## src/rtl/seg7_scan_driver_if.sv

```systemverilog
// Display-side bundle for seg7_scan_driver: load/data inputs from the register
// block and the multiplexed cathode/anode pins back out.
interface seg7_scan_driver_if #(
    parameter int DIGITS = 8
);
    logic [4*DIGITS-1:0] value;
    logic [DIGITS-1:0]   dp_in;
    logic [DIGITS-1:0]   en_in;
    logic                load;
    logic                lzb;
    logic [6:0]          seg;
    logic                dp;
    logic [DIGITS-1:0]   an;
    logic                frame_tick;

    modport master (
        output value, dp_in, en_in, load, lzb,
        input  seg, dp, an, frame_tick
    );

    modport slave (
        input  value, dp_in, en_in, load, lzb,
        output seg, dp, an, frame_tick
    );
endinterface

```

## src/rtl/seg7_scan_driver.sv

```systemverilog
// Time-multiplexed common-anode 7-segment driver: shadow/display double buffer,
// round-robin digit scan with anti-ghost blanking, hex decode to active-low cathodes.
module seg7_scan_driver #(
    parameter int DIGITS = 8,
    parameter int DIV    = 100000,
    parameter int BLANK  = 1000
) (
    input  logic              clk,
    input  logic              rst_n,
    seg7_scan_driver_if.slave bus
);
    localparam int CNT_W = (DIV > 1) ? $clog2(DIV) : 1;
    localparam int IDX_W = (DIGITS > 1) ? $clog2(DIGITS) : 1;
    localparam logic [CNT_W-1:0] CNT_LAST  = CNT_W'(DIV - 1);
    localparam logic [CNT_W-1:0] CNT_BLANK = CNT_W'(BLANK);
    localparam logic [IDX_W-1:0] IDX_LAST  = IDX_W'(DIGITS - 1);
    localparam logic [6:0]       SEG_OFF   = 7'b1111111;

    function automatic logic [6:0] hex_to_seg(input logic [3:0] nib);
        case (nib)
            4'h0: hex_to_seg = 7'b0000001;
            4'h1: hex_to_seg = 7'b1001111;
            4'h2: hex_to_seg = 7'b0010010;
            4'h3: hex_to_seg = 7'b0000110;
            4'h4: hex_to_seg = 7'b1001100;
            4'h5: hex_to_seg = 7'b0100100;
            4'h6: hex_to_seg = 7'b0100000;
            4'h7: hex_to_seg = 7'b0001111;
            4'h8: hex_to_seg = 7'b0000000;
            4'h9: hex_to_seg = 7'b0000100;
            4'hA: hex_to_seg = 7'b0001000;
            4'hB: hex_to_seg = 7'b1100000;
            4'hC: hex_to_seg = 7'b0110001;
            4'hD: hex_to_seg = 7'b1000010;
            4'hE: hex_to_seg = 7'b0110000;
            default: hex_to_seg = 7'b0111000;
        endcase
    endfunction

    logic [CNT_W-1:0]    cnt_q, cnt_d;
    logic [IDX_W-1:0]    idx_q, idx_d;
    logic                pend_q, pend_d;
    logic [4*DIGITS-1:0] sh_val_q, sh_val_d, dy_val_q, dy_val_d;
    logic [DIGITS-1:0]   sh_dp_q, sh_dp_d, dy_dp_q, dy_dp_d;
    logic [DIGITS-1:0]   sh_en_q, sh_en_d, dy_en_q, dy_en_d;
    logic [6:0]          seg_q, seg_d;
    logic                dp_q, dp_d;
    logic [DIGITS-1:0]   an_q, an_d;
    logic                tick_q, tick_d;

    logic                slot_end;
    logic                frame_end;
    logic [DIGITS-1:0]   lz_mask;
    logic [3:0]          cur_nib;

    assign slot_end  = (cnt_q == CNT_LAST);
    assign frame_end = slot_end && (idx_q == IDX_LAST);
    assign cur_nib   = dy_val_q[{idx_q, 2'b00} +: 4];

    // A digit is a leading zero when it and every digit above it are zero;
    // digit 0 is excluded so a zero value still shows a single "0".
    always_comb begin
        logic zero_run;
        zero_run = 1'b1;
        lz_mask  = '0;
        for (int i = DIGITS - 1; i >= 1; i--) begin
            zero_run   = zero_run && (dy_val_q[4*i +: 4] == 4'h0);
            lz_mask[i] = zero_run;
        end
    end

    always_comb begin
        // NOTE: every always_comb output gets a default first so no path leaves it unassigned (no latch).
        cnt_d    = slot_end ? '0 : cnt_q + 1'b1;
        idx_d    = idx_q;
        pend_d   = pend_q;
        sh_val_d = sh_val_q;
        sh_dp_d  = sh_dp_q;
        sh_en_d  = sh_en_q;
        dy_val_d = dy_val_q;
        dy_dp_d  = dy_dp_q;
        dy_en_d  = dy_en_q;
        seg_d    = SEG_OFF;
        dp_d     = 1'b1;
        an_d     = '1;
        tick_d   = frame_end;

        if (slot_end) begin
            idx_d = (idx_q == IDX_LAST) ? '0 : idx_q + 1'b1;
        end

        // Transfer reads the pre-edge shadow; a coincident load is applied after
        // and re-arms pending, so it shows from the following frame.
        if (frame_end && pend_q) begin
            dy_val_d = sh_val_q;
            dy_dp_d  = sh_dp_q;
            dy_en_d  = sh_en_q;
            pend_d   = 1'b0;
        end
        if (bus.load) begin
            sh_val_d = bus.value;
            sh_dp_d  = bus.dp_in;
            sh_en_d  = bus.en_in;
            pend_d   = 1'b1;
        end

        if ((cnt_q >= CNT_BLANK) && dy_en_q[idx_q]) begin
            an_d[idx_q] = 1'b0;
            seg_d       = (bus.lzb && lz_mask[idx_q]) ? SEG_OFF : hex_to_seg(cur_nib);
            dp_d        = ~dy_dp_q[idx_q];
        end
    end

    always_ff @(posedge clk or negedge rst_n) begin
        if (!rst_n) begin
            // NOTE: the buffers are plain flop arrays, not RAM, so they take reset; the display must come up dark.
            cnt_q    <= '0;
            idx_q    <= '0;
            pend_q   <= 1'b0;
            sh_val_q <= '0;
            sh_dp_q  <= '0;
            sh_en_q  <= '0;
            dy_val_q <= '0;
            dy_dp_q  <= '0;
            dy_en_q  <= '0;
            seg_q    <= SEG_OFF;
            dp_q     <= 1'b1;
            an_q     <= '1;
            tick_q   <= 1'b0;
        end else begin
            // NOTE: non-blocking updates so every flop samples the same pre-edge state.
            cnt_q    <= cnt_d;
            idx_q    <= idx_d;
            pend_q   <= pend_d;
            sh_val_q <= sh_val_d;
            sh_dp_q  <= sh_dp_d;
            sh_en_q  <= sh_en_d;
            dy_val_q <= dy_val_d;
            dy_dp_q  <= dy_dp_d;
            dy_en_q  <= dy_en_d;
            seg_q    <= seg_d;
            dp_q     <= dp_d;
            an_q     <= an_d;
            tick_q   <= tick_d;
        end
    end

    assign bus.seg        = seg_q;
    assign bus.dp         = dp_q;
    assign bus.an         = an_q;
    assign bus.frame_tick = tick_q;
endmodule

```

## src/flat_wrapper.sv

```systemverilog
// flat-port wrapper written by rule: the top's interface ports become plain ports
module seg7_scan_driver_flat 
#(
    parameter int DIGITS = 8,
    parameter int DIV    = 100000,
    parameter int BLANK  = 1000
)
  (clk, rst_n, bus_value, bus_dp_in, bus_en_in, bus_load, bus_lzb, bus_seg, bus_dp, bus_an, bus_frame_tick);
  seg7_scan_driver_if #(.DIGITS(DIGITS)) bus_i ();
  input  logic clk;
  input  logic rst_n;
  input wire logic [$bits(bus_i.value)-1:0] bus_value;
  input wire logic [$bits(bus_i.dp_in)-1:0] bus_dp_in;
  input wire logic [$bits(bus_i.en_in)-1:0] bus_en_in;
  input wire logic [$bits(bus_i.load)-1:0] bus_load;
  input wire logic [$bits(bus_i.lzb)-1:0] bus_lzb;
  output wire logic [$bits(bus_i.seg)-1:0] bus_seg;
  output wire logic [$bits(bus_i.dp)-1:0] bus_dp;
  output wire logic [$bits(bus_i.an)-1:0] bus_an;
  output wire logic [$bits(bus_i.frame_tick)-1:0] bus_frame_tick;
  assign bus_i.value = bus_value;
  assign bus_i.dp_in = bus_dp_in;
  assign bus_i.en_in = bus_en_in;
  assign bus_i.load = bus_load;
  assign bus_i.lzb = bus_lzb;
  assign bus_seg = bus_i.seg;
  assign bus_dp = bus_i.dp;
  assign bus_an = bus_i.an;
  assign bus_frame_tick = bus_i.frame_tick;
  seg7_scan_driver #(.DIGITS(DIGITS), .DIV(DIV), .BLANK(BLANK)) u_core (.clk(clk), .rst_n(rst_n), .bus(bus_i));
endmodule
```

## config.mk

```make
export PLATFORM = sky130hd
export DESIGN_NAME = seg7_scan_driver_flat
export DESIGN_NICKNAME = d
export VERILOG_FILES = /design/src/rtl/seg7_scan_driver_if.sv /design/src/rtl/seg7_scan_driver.sv /design/src/flat_wrapper.sv
export SDC_FILE = /design/constraint.sdc
export NUM_CORES = 1
export LEC_CHECK = 0
export BUFFER_PORTS_ARGS = -buffer_cell sky130_fd_sc_hd__clkbuf_2
export CAP_MARGIN = 30
export CORE_ASPECT_RATIO = 1.1
export CORE_MARGIN = 2
export CORE_UTILIZATION = 58
export DETAILED_ROUTE_END_ITERATION = 8
export PLACE_DENSITY_LB_ADDON = 0.3
export SLEW_MARGIN = 20
export SYNTH_ARGS = -nofsm -noshare
export SYNTH_HDL_FRONTEND = slang
export SYNTH_SLANG_ARGS = --single-unit
```

## constraint.sdc

```tcl
create_clock -name clk -period 2.6 [get_ports clk]
set_input_delay 0.13 -clock clk [delete_from_list [all_inputs] [get_ports clk]]
set_output_delay 0.13 -clock clk [all_outputs]
set_load 0.02 [all_outputs]
```

==> run_summary.xml, run 1 <==
<?xml version="1.0" encoding="UTF-8"?>
<metrics>
  <group name="floorplanning">
    <metric name="core_area" unit="um2">9840</metric>
    <metric name="die_area" unit="um2">10900</metric>
    <metric name="die_width" unit="um">99.9</metric>
    <metric name="number_of_top_level_pins" unit="">69</metric>
    <metric name="core.rowCount" unit="">38</metric>
    <metric name="start_util" unit="">0.596</metric>
    <metric name="die_h" unit="um">109</metric>
  </group>
  <group name="global_route">
    <metric name="grt_first_pass_wirelength" unit="um">20500</metric>
    <metric name="grt_util_all_layers" unit="">0.249</metric>
    <metric name="grt_max_degree" unit="">135</metric>
    <metric name="grt_use_met3" unit="">0.0547</metric>
    <metric name="grt.busiest_layer" unit="">met2</metric>
    <metric name="globalRouteOverflowTotal" unit="">0</metric>
    <metric name="use_met1" unit="">0.302</metric>
    <metric name="first_global_vias" unit="">4175</metric>
    <metric name="grt_antenna_before_repair" unit="">0</metric>
    <metric name="grtUsageMet2" unit="">0.428</metric>
  </group>
  <group name="clocking">
    <metric name="cts_tree" unit="">done</metric>
    <metric name="worst_setup_hold_path_clk_slew" unit="ns">0.06</metric>
    <metric name="number_of_post_cts_setup_repair_buffers" unit="">0</metric>
    <metric name="cts_h_tree_depth" unit="">4</metric>
    <metric name="clock_insertion_delay_worst_skew" unit="ns">0.53</metric>
    <metric name="cts.root.buffer_cell" unit="">sky130_fd_sc_hd__clkbuf_8</metric>
    <metric name="cts_sinks" unit="">134</metric>
    <metric name="cts_inserted_buffers" unit="">17</metric>
    <metric name="cts-root-to-sink-buffers" unit="">2</metric>
  </group>
  <group name="logic_synthesis">
    <metric name="synth-edff-count" unit="">0</metric>
    <metric name="sequential_share_of_the_synthesized_area" unit="">0.575</metric>
    <metric name="postSynth.asyncResetShare" unit="">1.00</metric>
    <metric name="postSynthRegisterBits" unit="">134</metric>
    <metric name="syn-num-nets" unit="">493</metric>
    <metric name="count_of_yosys_warnings_during_synthesis" unit="">0</metric>
    <metric name="ys_dominant_reg_cell" unit="">sky130_fd_sc_hd__dfrtp_1</metric>
    <metric name="postSynthAreaPerCell" unit="um2">13.6</metric>
    <metric name="synth.cell_area" unit="um2">5860</metric>
    <metric name="syn-instance-count" unit="">431</metric>
    <metric name="ys_types" unit="">52</metric>
  </group>
  <group name="setup_path">
    <metric name="critical_path.most_common_cell" unit="">sky130_fd_sc_hd__nand2_1</metric>
    <metric name="crit_family" unit="">simple AND/OR/NAND/NOR gates</metric>
    <metric name="crit_type" unit="">reg2reg</metric>
    <metric name="endpoint_kind" unit="">flop</metric>
    <metric name="crit_path_dat" unit="ns">2.82</metric>
    <metric name="worst_ep_required_time" unit="ns">3.06</metric>
    <metric name="cpPeakStageDelay" unit="ns">0.50</metric>
    <metric name="crit_path_cell_trace" unit="">buf_4, nor2b_1, nand2_1, nand4_1, inv_1, ha_1, mux2_2, mux2i_1, nand2_1</metric>
    <metric name="critical_path.n_buffers_inverters" unit="">2</metric>
    <metric name="timing.critical_path.fanout_max" unit="">11</metric>
    <metric name="startpoint_type" unit="">flop</metric>
    <metric name="slowest_stage" unit="">sky130_fd_sc_hd__dfrtp_1</metric>
  </group>
  <group name="timing">
    <metric name="slew_viol_final" unit="">0</metric>
    <metric name="finalHoldViolations" unit="">0</metric>
    <metric name="worst_pin_slew" unit="ns">0.781</metric>
    <metric name="min_period_over_period" unit="">0.909</metric>
    <metric name="final.setup.tns" unit="ns">0</metric>
    <metric name="final_period_minus_worst_setup_slack" unit="ns">2.36</metric>
    <metric name="rsz0062_at_grt" unit="">false</metric>
    <metric name="setup_violations" unit="">0</metric>
    <metric name="maxClockFrequency" unit="GHz">0.423</metric>
    <metric name="fin_skew" unit="ns">0.00562</metric>
    <metric name="slew_headroom" unit="">0.475</metric>
  </group>
  <group name="placement">
    <metric name="placedCellCount" unit="">617</metric>
    <metric name="detailed_place_hpwl" unit="um">7580</metric>
    <metric name="placed_area" unit="um2">6420</metric>
    <metric name="portBuffers" unit="">68</metric>
    <metric name="place_congestion" unit="">0.851</metric>
  </group>
  <group name="layout">
    <metric name="fillCellCount" unit="">596</metric>
    <metric name="n_antenna_cell" unit="">0</metric>
    <metric name="final_cells" unit="">698</metric>
    <metric name="post-route-cell-area" unit="um2">7500</metric>
    <metric name="area.growth.synth_to_final" unit="%">28.0</metric>
    <metric name="seqCellArea" unit="um2">3370</metric>
    <metric name="final_stage_net_count" unit="">627</metric>
    <metric name="final_layout_size_suffix_gt1_frac" unit="">0.337</metric>
    <metric name="multi_input_area" unit="um2">2340</metric>
  </group>
  <group name="status">
    <metric name="outcome" unit="">finished, final reports clean</metric>
  </group>
  <group name="routing">
    <metric name="detail_route.wirelength" unit="um">12200</metric>
    <metric name="detail_route.wl_per_cell" unit="um">17.5</metric>
    <metric name="drt_pre_antenna_iters" unit="">4</metric>
    <metric name="drt_iter0_markers" unit="">181</metric>
    <metric name="detail-route-antenna-nets" unit="">0</metric>
    <metric name="drc" unit="">0</metric>
    <metric name="vias" unit="">3937</metric>
    <metric name="vias_per_cell" unit="">5.64</metric>
  </group>
  <group name="min_path">
    <metric name="worstHoldPathType" unit="">in2reg</metric>
  </group>
  <group name="power_and_ir_drop">
    <metric name="p_leak" unit="uW">0.00349</metric>
    <metric name="p_per_area" unit="nW/um2">644</metric>
    <metric name="totalPowerFinal" unit="uW">4830</metric>
    <metric name="vdd_ir_drop_max" unit="V">0.000508</metric>
  </group>
  <group name="run">
    <metric name="maxCapViolations" unit="">0</metric>
  </group>
</metrics>
## where the power goes
| part | switching, uW | internal (uW) |
|---|---|---|
| clock network | 873 | 1510 |
| registers | 44.9 | 2160 |
| logic | 97.0 | 149 |
| total | 1010 | 3820 |
## cells in the final DEF (no fill, tap or decap), types with 12 or more instances in the layout
cell type | Yosys | final
sky130_fd_sc_hd__dfrtp_1 | 118 | 118
sky130_fd_sc_hd__clkbuf_2 | 0 | 67
sky130_fd_sc_hd__mux2_2 | 50 | 50
sky130_fd_sc_hd__dlygate4sd3_1 | 0 | 49
sky130_fd_sc_hd__mux2_1 | 48 | 48
sky130_fd_sc_hd__nand2_1 | 26 | 26
sky130_fd_sc_hd__nor2_1 | 17 | 17
sky130_fd_sc_hd__clkbuf_16 | 0 | 16
sky130_fd_sc_hd__dfstp_2 | 16 | 16
sky130_fd_sc_hd__buf_4 | 2 | 14
sky130_fd_sc_hd__nand3_1 | 12 | 12
sky130_fd_sc_hd__mux2i_1 | 12 | 12
## what timing repair did
action,in CTS,in global routing
gates resized for setup,0,0
hold buffers,49,0
hold endpoints to repair,166,0
## cells by family (layout without fill, tap and decap cells)
kind of cell,Yosys count,after routing,share of synthesized area
DFF,134,134,0.575
AOI/OAI and AO/OA,29,29,0.0331
buffers and inverters,31,178,0.0263
adders and majority gates,10,10,0.0213
xor gates and xnor gates,15,15,0.0224
and+or+nand+nor,95,95,0.0873
muxes,117,117,0.234
## tightest hold or removal path: stages
cell,delay (ns)
sky130_fd_sc_hd__clkbuf_2,0.10
sky130_fd_sc_hd__a41oi_1,0.11
sky130_fd_sc_hd__buf_4,0.16
sky130_fd_sc_hd__nand2_1,0.06
## cell usage after synthesis, drive strengths merged, types with 4 or more instances
library cell | count | area (um2)
xnor2 | 9 | 78.8
and3 | 4 | 25.0
dfstp | 16 | 420
ha | 10 | 125
mux2 | 98 | 1100
nor2 | 18 | 75.1
buf | 15 | 93.8
nor4 | 8 | 65.1
xor2 | 6 | 52.6
nand4 | 4 | 25.0
mux4 | 6 | 135
dfrtp | 118 | 2950
mux2i | 13 | 134
a21oi | 4 | 20.0
nand2 | 27 | 104
o21ai | 6 | 30.0
nand3 | 13 | 70.1
nor3 | 4 | 20.0
inv | 11 | 41.3
## stage by stage
step / hold slack, ns / utilization / setup slack [ns]
global route: 0.0716 / 0.762 / 0.0818
detailed placement: 0.296 / 0.652 / 0.289
CTS: 0.0436 / 0.762 / 0.255
floorplan: -0.166 / - / 0.247
finish: 0.0655 / 0.762 / 0.236
global placement: 0.290 / 0.649 / 0.302
## worst paths after layout
path                                              from                               to  slack, ns  cells past startpoint
hold / removal                                 bus_lzb      u_core.bus.seg[3]$_DFF_PN1_       0.07                      4
setup / recovery           u_core.idx_q[2]$_DFFE_PN0N_      u_core.bus.seg[3]$_DFF_PN1_       0.24                      9
max in group asynchronous                        rst_n  u_core.dy_val_q[15]$_DFFE_PN0P_       1.83                      3
hold reg to reg              u_core.pend_q$_DFFE_PN0P_        u_core.pend_q$_DFFE_PN0P_       0.48                      1
min in group asynchronous                        rst_n        u_core.cnt_q[3]$_DFF_PN0_       0.27                      3
setup reg to reg           u_core.idx_q[2]$_DFFE_PN0N_      u_core.bus.seg[3]$_DFF_PN1_       0.24                      9
## sequential cells by signal (all words and copies together), names as in the netlist
register	cells
u_core.bus.an	8
u_core.bus.dp	1
u_core.bus.frame_tick	1
u_core.bus.seg	7
u_core.cnt_q	17
u_core.dy_dp_q	8
u_core.dy_en_q	8
u_core.dy_val_q	32
u_core.idx_q	3
u_core.pend_q	1
u_core.sh_dp_q	8
u_core.sh_en_q	8
u_core.sh_val_q	32
## layout make-up
cell class	instances	share of cell area
timing repair buffer	133	0.133
tap	120	0.0200
clock inverter	12	0.0202
sequential	134	0.450
inverter	13	0.00650
multi-input combinational	266	0.311
clock buffer	20	0.0594
## layer usage
metal / part of all wire / up-vias
li1: - / 1818
met1: 0.43 / 2010
met2: 0.52 / 87
met3: 0.032 / 22
met4: 0.024 / 0
met5: 0 / -
(Power assumes the default switching activity.)
==> inputs of run 2 (changes only) <==
--- a/config.mk
+++ b/config.mk
@@ -7,9 +7,8 @@
 export LEC_CHECK = 0
 export BUFFER_PORTS_ARGS = -buffer_cell sky130_fd_sc_hd__clkbuf_2
 export CAP_MARGIN = 30
-export CORE_ASPECT_RATIO = 1.1
 export CORE_MARGIN = 2
-export CORE_UTILIZATION = 58
+export CORE_UTILIZATION = 45
 export DETAILED_ROUTE_END_ITERATION = 8
 export PLACE_DENSITY_LB_ADDON = 0.3
 export SLEW_MARGIN = 20
==> run 2 against run 1 <==
Fmax shrank 0.72%; first-iteration DRC count grew 33%; die area grew 28%; power is essentially flat; hold slack gained 0.10 ns; non-clock buffer count is the same; largest cell class unchanged.
==> run_summary.xml, run 2 (synthesized netlist as in run 1, its figures left out) <==
<?xml version="1.0" encoding="UTF-8"?>
<metrics>
  <group name="timing">
    <metric name="rsz0062_at_grt" unit="">false</metric>
    <metric name="setup_violations" unit="">0</metric>
    <metric name="worst_pin_slew" unit="ns">0.716</metric>
    <metric name="final_period_minus_worst_setup_slack" unit="ns">2.38</metric>
    <metric name="final.setup.tns" unit="ns">0</metric>
    <metric name="slew_headroom" unit="">0.519</metric>
    <metric name="slew_viol_final" unit="">0</metric>
    <metric name="fin_skew" unit="ns">0.0102</metric>
    <metric name="min_period_over_period" unit="">0.916</metric>
    <metric name="finalHoldViolations" unit="">0</metric>
    <metric name="maxClockFrequency" unit="GHz">0.420</metric>
  </group>
  <group name="routing">
    <metric name="detail_route.wirelength.met1" unit="um">5010</metric>
    <metric name="maxUsedRoutingLayer" unit="">met4</metric>
    <metric name="detail_route.wl_per_cell" unit="um">15.6</metric>
    <metric name="drc" unit="">0</metric>
    <metric name="vias" unit="">3842</metric>
    <metric name="detail_route.wirelength" unit="um">11700</metric>
    <metric name="wire_length_on_met3" unit="um">511</metric>
    <metric name="wl_met2" unit="um">5890</metric>
    <metric name="vias_per_cell" unit="">5.12</metric>
    <metric name="drt_iter0_markers" unit="">240</metric>
    <metric name="detail-route-antenna-nets" unit="">0</metric>
    <metric name="drt_pre_antenna_iters" unit="">4</metric>
  </group>
  <group name="status">
    <metric name="outcome" unit="">finished, final reports clean</metric>
  </group>
  <group name="floorplanning">
    <metric name="die_area" unit="um2">14000</metric>
    <metric name="core.rowCount" unit="">41</metric>
    <metric name="die_h" unit="um">118</metric>
    <metric name="die_width" unit="um">118</metric>
    <metric name="number_of_top_level_pins" unit="">69</metric>
    <metric name="start_util" unit="">0.463</metric>
    <metric name="core_area" unit="um2">12700</metric>
  </group>
  <group name="run">
    <metric name="maxCapViolations" unit="">0</metric>
  </group>
  <group name="clocking">
    <metric name="cts_sinks" unit="">134</metric>
    <metric name="cts_inserted_buffers" unit="">17</metric>
    <metric name="cts-root-to-sink-buffers" unit="">2</metric>
    <metric name="cts_tree" unit="">done</metric>
    <metric name="clock_insertion_delay_worst_skew" unit="ns">0.42</metric>
    <metric name="cts_h_tree_depth" unit="">4</metric>
    <metric name="worst_setup_hold_path_clk_slew" unit="ns">0.06</metric>
    <metric name="cts.root.buffer_cell" unit="">sky130_fd_sc_hd__clkbuf_16</metric>
  </group>
  <group name="setup_path">
    <metric name="crit_path_cell_trace" unit="">nor2_1, a21oi_1, o22ai_1, a211oi_1, inv_1, ha_1, mux2_2, mux2i_1, nand2_1</metric>
    <metric name="crit_path_start" unit="">u_core.idx_q[2]$_DFFE_PN0N_</metric>
    <metric name="timing.reg2reg.worst_path_depth" unit="">9</metric>
    <metric name="worst_ep_required_time" unit="ns">2.91</metric>
    <metric name="crit-reg2reg-launch" unit="">u_core.idx_q[2]$_DFFE_PN0N_</metric>
    <metric name="crit_path_dat" unit="ns">2.69</metric>
    <metric name="crit_family" unit="">flip-flops</metric>
    <metric name="worst_r2r_endpoint" unit="">u_core.bus.seg[3]$_DFF_PN1_</metric>
    <metric name="crit_type" unit="">reg2reg</metric>
    <metric name="cpPeakStageDelay" unit="ns">0.69</metric>
    <metric name="timing.critical_path.fanout_max" unit="">18</metric>
    <metric name="endpoint_kind" unit="">flop</metric>
    <metric name="timing.reg2reg.setup_slack" unit="ns">0.22</metric>
    <metric name="critical_path.n_buffers_inverters" unit="">1</metric>
    <metric name="startpoint_type" unit="">flop</metric>
    <metric name="slowest_stage" unit="">sky130_fd_sc_hd__dfrtp_1</metric>
  </group>
  <group name="layout">
    <metric name="multi_input_area" unit="um2">2340</metric>
    <metric name="seqCellArea" unit="um2">3370</metric>
    <metric name="final_stage_net_count" unit="">627</metric>
    <metric name="layout.cells.most_common_list" unit="">117 x sky130_fd_sc_hd__dfrtp_1, 66 x sky130_fd_sc_hd__clkbuf_2, 50 x sky130_fd_sc_hd__mux2_2, 49 x sky130_fd_sc_hd__dlygate4sd3_1, 48 x sky130_fd_sc_hd__mux2_1</metric>
    <metric name="top_regs" unit="">u_core.dy_val_q (32), u_core.sh_val_q (32), u_core.cnt_q (17)</metric>
    <metric name="fillCellCount" unit="">1002</metric>
    <metric name="final_layout_size_suffix_gt1_frac" unit="">0.334</metric>
    <metric name="n_antenna_cell" unit="">0</metric>
    <metric name="post-route-cell-area" unit="um2">7550</metric>
    <metric name="layout_commonest_cell" unit="">sky130_fd_sc_hd__dfrtp_1</metric>
    <metric name="final_cells" unit="">750</metric>
    <metric name="area.growth.synth_to_final" unit="%">28.8</metric>
  </group>
  <group name="power_and_ir_drop">
    <metric name="power_report.internal_total" unit="uW">3860</metric>
    <metric name="vdd_ir_drop_max" unit="V">0.000384</metric>
    <metric name="power_frac_comb" unit="">0.049</metric>
    <metric name="p_leak" unit="uW">0.00349</metric>
    <metric name="clockPowerShare" unit="">0.494</metric>
    <metric name="p_sw" unit="uW">970</metric>
    <metric name="share_seq_of_total_power" unit="">0.457</metric>
    <metric name="p_per_area" unit="nW/um2">640</metric>
    <metric name="sw_frac_of_total" unit="">0.201</metric>
    <metric name="totalPowerFinal" unit="uW">4830</metric>
  </group>
  <group name="global_route">
    <metric name="grt_antenna_before_repair" unit="">0</metric>
    <metric name="first_global_vias" unit="">4037</metric>
    <metric name="grt_util_all_layers" unit="">0.183</metric>
    <metric name="grt_first_pass_wirelength" unit="um">20000</metric>
    <metric name="grt_max_degree" unit="">74</metric>
    <metric name="globalRouteOverflowTotal" unit="">0</metric>
  </group>
  <group name="placement">
    <metric name="detailed_place_hpwl" unit="um">7850</metric>
    <metric name="portBuffers" unit="">68</metric>
    <metric name="place_congestion" unit="">0.837</metric>
    <metric name="placedCellCount" unit="">669</metric>
    <metric name="placed_area" unit="um2">6460</metric>
  </group>
  <group name="min_path">
    <metric name="worstHoldPathType" unit="">in2async</metric>
  </group>
</metrics>
[run 2: how the worst max path moves through the flow]
stage	endpoint	slack, ns	cells past startpoint
2_1_floorplan	u_core.bus.seg[3]$_DFF_PN1_	0.25	10
3_3_place_gp	u_core.bus.seg[3]$_DFF_PN1_	0.27	9
3_5_place_dp	u_core.bus.seg[3]$_DFF_PN1_	0.24	8
4_1_cts	u_core.bus.seg[3]$_DFF_PN1_	0.23	8
5_1_grt	u_core.bus.seg[6]$_DFF_PN1_	0.05	10
6_report	u_core.bus.seg[3]$_DFF_PN1_	0.22	9
[run 2: cell type report]
type | count | share of cell area
Clock inverter | 9 | 0.0166
Timing Repair Buffer | 133 | 0.130
Tap cell | 172 | 0.0285
Sequential cell | 134 | 0.447
Inverter | 13 | 0.00646
Clock buffer | 23 | 0.0620
Multi-Input combinational cell | 266 | 0.309
[run 2: layer usage]
layer | GRT usage | vias up
met5 | 0 | -
met3 | 0.0545 | 18
met2 | 0.293 | 87
met1 | 0.229 | 1920
li1 | - | 1817
met4 | 0.0828 | 0
[run 2: timing repair]
| item | in CTS | in global routing |
|---|---|---|
| buffers inserted | 0 | 0 |
| endpoints found under the hold margin | 73 | 0 |
| setup endpoints to repair | 0 | 1 |
| hold buffers | 49 | 0 |
| gates resized for setup | 0 | 1 |
[run 2: power groups by stage]
stage / clock network, uW / registers (uW) / logic, uW
after floorplan: 0 / 2220 / 90.1
after global routing: 2530 / 2220 / 265
after detailed placement: 0 / 2240 / 184
after global placement: 0 / 2240 / 178
final: 2390 / 2210 / 238
after CTS: 2440 / 2210 / 242
[run 2: metrics by stage]
stage                     hold WS, ns  setup slack, ns  utilization
after floorplan                -0.166            0.247            -
after global placement         0.0654            0.274        0.510
after detailed placement       0.0710            0.242        0.510
after CTS                       0.175            0.227        0.596
after global routing            0.203           0.0512        0.596
final                           0.166            0.219        0.596
[run 2: worst reg2reg max path, delay by kind of cell (launching register included)]
| family | cells | cell delay [ns] |
|---|---|---|
| compound gates | 3 | 0.61 |
| fa+ha+maj | 1 | 0.25 |
| buf+inv | 1 | 0.16 |
| flops | 1 | 0.69 |
| mux | 2 | 0.39 |
| simple gates | 2 | 0.19 |
